--- src/rtl/frame_shadow_regs.sv ---
// frame_shadow_regs
// Double-buffered parameter store for the VGA controller. Software writes a
// shadow bank; a commit request copies shadow to active at the next frame
// boundary (v_count == V_ACTIVE && h_count == H_BOUNDARY), so the picture
// never changes mid-frame.
// Optional build macro: SHADOW_READBACK_EN adds a registered shadow read port
// (rd_addr / rd_data).
module frame_shadow_regs #(
  parameter int H_BOUNDARY  = 0,
  parameter int V_ACTIVE    = 480,
  parameter int NUM_SPRITES = 11
) (
  input  logic                        clk,
  input  logic                        rst,
  input  logic [31:0]                 h_count,
  input  logic [31:0]                 v_count,
  input  logic                        wr_en,
  input  logic [4:0]                  wr_addr,
  input  logic [31:0]                 wr_data,
  input  logic                        commit_req,
`ifdef SHADOW_READBACK_EN
  input  logic [4:0]                  rd_addr,
  output logic [31:0]                 rd_data,
`endif
  output logic                        commit_pending,
  output logic                        commit_ack,
  output logic                        frame_start,
  output logic [15:0]                 frame_count,
  output logic [32*NUM_SPRITES-1:0]   sprite_xy_flat,
  output logic [24*NUM_SPRITES-1:0]   platform_color_flat,
  output logic [23:0]                 color_squid,
  output logic [31:0]                 char_sel
);

  // Register map bases. Platform colours start right after the 11 sprite slots.
  localparam logic [4:0] ADDR_PLAT_BASE = 5'd11;
  localparam logic [4:0] ADDR_SQUID     = 5'd22;
  localparam logic [4:0] ADDR_CHAR      = 5'd23;

  typedef enum logic [1:0] {
    ST_IDLE    = 2'd0,
    ST_PENDING = 2'd1,
    ST_COMMIT  = 2'd2
  } state_t;

  // ---------------------------------------------------------------------------
  // Storage
  // ---------------------------------------------------------------------------
  logic [31:0] sprite_sh_q  [NUM_SPRITES];
  logic [31:0] sprite_sh_d  [NUM_SPRITES];
  logic [23:0] plat_sh_q    [NUM_SPRITES];
  logic [23:0] plat_sh_d    [NUM_SPRITES];
  logic [23:0] squid_sh_q;
  logic [23:0] squid_sh_d;
  logic [31:0] char_sh_q;
  logic [31:0] char_sh_d;

  logic [31:0] sprite_act_q [NUM_SPRITES];
  logic [31:0] sprite_act_d [NUM_SPRITES];
  logic [23:0] plat_act_q   [NUM_SPRITES];
  logic [23:0] plat_act_d   [NUM_SPRITES];
  logic [23:0] squid_act_q;
  logic [23:0] squid_act_d;
  logic [31:0] char_act_q;
  logic [31:0] char_act_d;

  state_t      state_q;
  state_t      state_d;
  logic        commit_pending_q;
  logic        commit_pending_d;
  logic        commit_ack_q;
  logic        commit_ack_d;
  logic        frame_start_q;
  logic        frame_start_d;
  logic [15:0] frame_count_q;
  logic [15:0] frame_count_d;

  logic        boundary;
  logic        load_active;

  // Frame boundary: first blanking line at the chosen horizontal position.
  assign boundary = (v_count == 32'(V_ACTIVE)) && (h_count == 32'(H_BOUNDARY));

  // The active bank copies the shadow during the single COMMIT cycle. Because
  // the copy uses the registered shadow, a write in that same cycle is not
  // included, while a write on the boundary cycle (one cycle earlier) is.
  assign load_active = (state_q == ST_COMMIT);

  // ---------------------------------------------------------------------------
  // Shadow bank write decode: writes land in the shadow in every FSM state.
  // ---------------------------------------------------------------------------
  always_comb begin
    for (int k = 0; k < NUM_SPRITES; k++) begin
      sprite_sh_d[k] = sprite_sh_q[k];
      plat_sh_d[k]   = plat_sh_q[k];
      if (wr_en && (wr_addr == 5'(k))) begin
        sprite_sh_d[k] = wr_data;
      end
      if (wr_en && (wr_addr == (ADDR_PLAT_BASE + 5'(k)))) begin
        plat_sh_d[k] = wr_data[23:0];
      end
    end
    squid_sh_d = squid_sh_q;
    char_sh_d  = char_sh_q;
    if (wr_en && (wr_addr == ADDR_SQUID)) begin
      squid_sh_d = wr_data[23:0];
    end
    if (wr_en && (wr_addr == ADDR_CHAR)) begin
      char_sh_d = wr_data;
    end
  end

  // ---------------------------------------------------------------------------
  // Active bank next-state: hold, or take the whole shadow bank at once.
  // ---------------------------------------------------------------------------
  always_comb begin
    for (int k = 0; k < NUM_SPRITES; k++) begin
      sprite_act_d[k] = load_active ? sprite_sh_q[k] : sprite_act_q[k];
      plat_act_d[k]   = load_active ? plat_sh_q[k]   : plat_act_q[k];
    end
    squid_act_d = load_active ? squid_sh_q : squid_act_q;
    char_act_d  = load_active ? char_sh_q  : char_act_q;
  end

  // Shadow and active bank registers, cleared by reset.
  always_ff @(posedge clk or negedge rst) begin
    if (!rst) begin
      for (int k = 0; k < NUM_SPRITES; k++) begin
        sprite_sh_q[k]  <= '0;
        plat_sh_q[k]    <= '0;
        sprite_act_q[k] <= '0;
        plat_act_q[k]   <= '0;
      end
      squid_sh_q  <= '0;
      char_sh_q   <= '0;
      squid_act_q <= '0;
      char_act_q  <= '0;
    end else begin
      for (int k = 0; k < NUM_SPRITES; k++) begin
        sprite_sh_q[k]  <= sprite_sh_d[k];
        plat_sh_q[k]    <= plat_sh_d[k];
        sprite_act_q[k] <= sprite_act_d[k];
        plat_act_q[k]   <= plat_act_d[k];
      end
      squid_sh_q  <= squid_sh_d;
      char_sh_q   <= char_sh_d;
      squid_act_q <= squid_act_d;
      char_act_q  <= char_act_d;
    end
  end

  // ---------------------------------------------------------------------------
  // Commit FSM and frame bookkeeping. Requests made while PENDING or COMMIT
  // are absorbed; a request in IDLE always waits for a later boundary.
  // ---------------------------------------------------------------------------
  always_comb begin
    state_d = state_q;
    unique case (state_q)
      ST_IDLE:    if (commit_req) state_d = ST_PENDING;
      ST_PENDING: if (boundary)   state_d = ST_COMMIT;
      ST_COMMIT:                  state_d = ST_IDLE;
      default:                    state_d = ST_IDLE;
    endcase
    // Pending stays high through the COMMIT cycle and drops with the ack.
    commit_pending_d = (state_d != ST_IDLE);
    commit_ack_d     = (state_q == ST_COMMIT);
    frame_start_d    = boundary;
    frame_count_d    = frame_count_q + 16'(boundary);
  end

  // FSM state and its registered status outputs.
  always_ff @(posedge clk or negedge rst) begin
    if (!rst) begin
      state_q          <= ST_IDLE;
      commit_pending_q <= 1'b0;
      commit_ack_q     <= 1'b0;
      frame_start_q    <= 1'b0;
      frame_count_q    <= '0;
    end else begin
      state_q          <= state_d;
      commit_pending_q <= commit_pending_d;
      commit_ack_q     <= commit_ack_d;
      frame_start_q    <= frame_start_d;
      frame_count_q    <= frame_count_d;
    end
  end

  // ---------------------------------------------------------------------------
  // Optional shadow readback, one cycle of latency.
  // ---------------------------------------------------------------------------
`ifdef SHADOW_READBACK_EN
  logic [31:0] rd_data_q;
  logic [31:0] rd_data_d;

  // Select the addressed shadow register; colours are zero-extended and
  // unmapped addresses return zero.
  always_comb begin
    rd_data_d = '0;
    for (int k = 0; k < NUM_SPRITES; k++) begin
      if (rd_addr == 5'(k)) begin
        rd_data_d = sprite_sh_q[k];
      end
      if (rd_addr == (ADDR_PLAT_BASE + 5'(k))) begin
        rd_data_d = {8'h00, plat_sh_q[k]};
      end
    end
    if (rd_addr == ADDR_SQUID) begin
      rd_data_d = {8'h00, squid_sh_q};
    end
    if (rd_addr == ADDR_CHAR) begin
      rd_data_d = char_sh_q;
    end
  end

  // Readback output register.
  always_ff @(posedge clk or negedge rst) begin
    if (!rst) begin
      rd_data_q <= '0;
    end else begin
      rd_data_q <= rd_data_d;
    end
  end

  assign rd_data = rd_data_q;
`endif

  // ---------------------------------------------------------------------------
  // Output packing: every output comes straight from a flop.
  // ---------------------------------------------------------------------------
  generate
    for (genvar gi = 0; gi < NUM_SPRITES; gi++) begin : g_pack
      assign sprite_xy_flat[32*gi +: 32]      = sprite_act_q[gi];
      assign platform_color_flat[24*gi +: 24] = plat_act_q[gi];
    end
  endgenerate

  assign color_squid    = squid_act_q;
  assign char_sel       = char_act_q;
  assign commit_pending = commit_pending_q;
  assign commit_ack     = commit_ack_q;
  assign frame_start    = frame_start_q;
  assign frame_count    = frame_count_q;

endmodule

--- config.mk ---
export PLATFORM = sky130hd
export DESIGN_NAME = frame_shadow_regs
export DESIGN_NICKNAME = d
export VERILOG_FILES = /design/src/rtl/frame_shadow_regs.sv
export SDC_FILE = /design/constraint.sdc
export NUM_CORES = 2
export LEC_CHECK = 0
export CAP_MARGIN = 15
export CORE_MARGIN = 3
export CORE_UTILIZATION = 45
export DETAILED_ROUTE_END_ITERATION = 6
export PLACE_DENSITY = 0.78
export SYNTH_ARGS = -nofsm -noshare
export SYNTH_HDL_FRONTEND = slang
export SYNTH_SLANG_ARGS = --single-unit
--- constraint.sdc ---
create_clock -name clk -period 3 [get_ports clk]
set_clock_uncertainty 0.05 [all_clocks]
set_input_delay 0.6 -clock clk [delete_from_list [all_inputs] [get_ports clk]]
set_output_delay 0.6 -clock clk [all_outputs]
set_load 0.02 [all_outputs]
==> results.py <==
metrics = {
    "power_and_ir_drop": {
        "totalPowerFinal_mw": 41.0,
        "max-vdd-ir-drop_mv": 0.550,
        "powerDensity_nw_per_um2": 620,
        "leakagePower_nw": 33.4,
    },
    "sta": {
        "clock.fmax_ghz": 0.392,
        "period_needed_ns": 2.55,
        "maxSlewViolCount": 0,
        "tightest_slew_ns": 1.08,
        "setup_viol": 0,
        "max_slew_margin_pct": 28.0,
        "rsz0062_at_grt": "no",
        "post-route-period-util_pct": 85.1,
        "fin_tns_setup_ns": 0,
        "hold_viol": 0,
    },
    "finish": {
        "multiInputGateArea_um2": 16000,
        "design_area_um2": 66100,
        "fill_cells": 8750,
        "utilization_pct": 58.7,
        "areaGrowthSynthToFinish_pct": 29.4,
        "seq_area_um2": 34200,
        "fin_nets": 5344,
        "drive_gt1_share_pct": 19.9,
    },
    "detailed_routing": {
        "wirelength_um": 155000,
        "vias": 36128,
        "drt_iter0_drc": 2845,
        "drc_errors": 0,
        "drt_pass1_iterations": 5,
        "wl_per_cell_um": 22.6,
        "ant_nets": 0,
        "via_per_inst": 5.28,
    },
    "synth": {
        "yosysMostFrequentCell": "nand2_1",
        "synth_common_cells": "nand2_1 (2034), dfrtp_1 (1365), mux2_2 (641)",
        "ys_seq_elements": 1365,
        "synth_top_area_share_pct": 66.8,
        "yosysSeqAreaShare_pct": 66.8,
        "yosysTopAreaCell": "dfrtp_1",
        "yosys_warnings": 0,
        "synth-edff-count": 0,
        "synth_cell_types": 30,
        "synthCells": 4431,
        "async_reset_ff_share_pct": 100,
        "synth_ff_type": "dfrtp_1",
        "synth_area_leaders": "dfrtp_1 (67%), nand2_1 (15%), mux2_2 (14%)",
        "synth_nets": 4538,
        "avgSynthCellArea_um2": 11.5,
        "syn-cell-area_um2": 51100,
    },
    "global_routing": {
        "grt_pass1_wl_um": 228000,
        "grt_pass1_vias": 36436,
        "grt_start_max_net_pins": 136,
        "track_usage_pct": 25.9,
        "antenna_found_initial": 9,
        "grt-ovfl-total": 0,
    },
    "clock_tree": {
        "cts_buffers": 138,
        "clk_pin_slew_worst_paths_ns": 0.07,
        "cts.sinks": 1365,
        "clock_latency_ns": 0.73,
        "cts_resized": 0,
        "cts-root-buf": "clkbuf_16",
        "htree_levels": 4,
        "clk_path_buf_depth": 3,
        "cts_tree": "yes",
    },
    "floorplan": {
        "die_x_um": 343,
        "ios": 796,
        "die_area_um2": 118000,
        "floorplan.initialDensity_pct": 45.4,
        "dieHeight_um": 343,
        "core_area_um2": 113000,
        "rows": 123,
    },
    "worst_setup_path": {
        "end_kind": "register",
        "crit_type": "in2reg",
        "critPathMaxFanout": 3,
        "cp.required_ns": 3.56,
        "critPathLaunchType": "primary input",
        "arrival_ns": 3.11,
    },
    "placement": {
        "port-buffer-count": 795,
        "dpl_cell_area_um2": 61700,
        "dp.final_hpwl_um": 99300,
        "gp_congestion": 0.823,
    },
    "status": {
        "status": "completed",
    },
    "flow_run": {
        "maxCapViolations": 0,
    },
    "hold_path": {
        "hold_path.class": "in2reg",
    },
}
kinds of logic after synthesis:
kind of cell,synth area share (%)
simple gates,15.7
flops,66.8
mux,15.0
buf+inv,2.14
xor+xnor,0.240
fa+ha+maj,0.0489
compound gates,0.00978
cell type report:
| class | instances | area share [%] |
|---|---|---|
| tap | 1500 | 2.84 |
| sequential | 1365 | 51.6 |
| clock inverter | 30 | 0.643 |
| inverter | 2 | 0.0227 |
| clock buffer | 206 | 6.08 |
| timing repair buffer | 938 | 14.6 |
| multi-input combinational | 2792 | 24.1 |
| antenna | 9 | 0.0341 |
sequential cells by signal, summed over array words and instances, names as in the netlist:
| signal | count |
|---|---|
| sprite_sh_q | 352 |
| sprite_xy_flat | 352 |
| plat_sh_q | 264 |
| platform_color_flat | 264 |
| char_sel | 32 |
| char_sh_q | 32 |
| color_squid | 24 |
| squid_sh_q | 24 |
| frame_count | 16 |
| state_q | 2 |
| commit_ack | 1 |
| commit_pending | 1 |
| frame_start | 1 |
placed cells by master (no fill, tap or decap), types with 3 or more instances in the layout:
cell	Yosys	routed
mux2_4	30	30
xnor2_1	10	10
mux2_2	641	641
dfrtp_1	1365	1365
nand4_1	8	8
nor2_1	13	9
nor3_1	3	3
nand3_1	6	6
inv_6	0	10
clkinv_2	0	9
clkbuf_1	211	38
clkdlybuf4s50_1	0	770
clkbuf_8	0	29
buf_2	29	24
nor4_1	16	16
buf_12	0	58
bufinv_16	0	8
and3_1	3	3
diode_2	0	9
clkbuf_16	0	139
nand2b_1	7	5
nand2_2	0	9
nand2_1	2034	2025
xor2_1	4	4
buf_4	0	84
through the flow:
| step | std cells | hold slack, ns | setup WS (ns) |
|---|---|---|---|
| after floorplan | 4431 | 0.254 | 0.363 |
| after global placement | 6596 | 0.391 | -0.278 |
| after detailed placement | 6596 | 0.393 | -0.292 |
| after CTS | 6833 | 0.217 | 0.443 |
| after global routing | 6833 | 0.250 | 0.297 |
| final | 6842 | 0.296 | 0.447 |
timing repair:
item                                   CTS  global route
hold buffers                             1             0
buffers inserted                         0             0
endpoints found under the hold margin   85             0
worst max-delay path, stage by stage:
cell	delay, ns
clkdlybuf4s50_1	0.40
nor4_1	0.45
nand4_1	0.15
nor4_1	0.32
buf_4	0.17
ha_1	0.19
ha_1	0.19
nand2_1	0.08
nor3_1	0.27
nand3_1	0.15
xnor2_1	0.15
final timing paths:
kind	from	end	slack [ns]	cells past startpoint
max	v_count[25]	frame_count[14]	0.45	11
min	wr_data[21]	plat_sh_q[93]	0.30	2
max reg2reg	state_q[0]	platform_color_flat[246]	0.93	5
min reg2reg	sprite_sh_q[65]	sprite_xy_flat[257]	0.40	2
max in group asynchronous	rst	platform_color_flat[246]	1.35	3
min in group asynchronous	rst	sprite_sh_q[333]	0.50	2
report_power, final:
| group | internal (mW) | total, mW | switching, mW |
|---|---|---|---|
| combinational | 1.58 | 2.81 | 1.23 |
| sequential | 20.2 | 21.1 | 0.937 |
| clock | 9.96 | 17.1 | 7.11 |
| total | 31.7 | 41.0 | 9.27 |
per-layer routing:
layer	wire, µm	GRT usage [%]	vias to the layer above	part of all wire, %
li1	-	-	15694	-
met1	62700	34.7	18484	40
met2	72400	40.9	1559	47
met3	12200	4.94	387	7.9
met4	7650	12.4	4	4.9
met5	20	0	-	0.013
(Power assumes the default switching activity.)
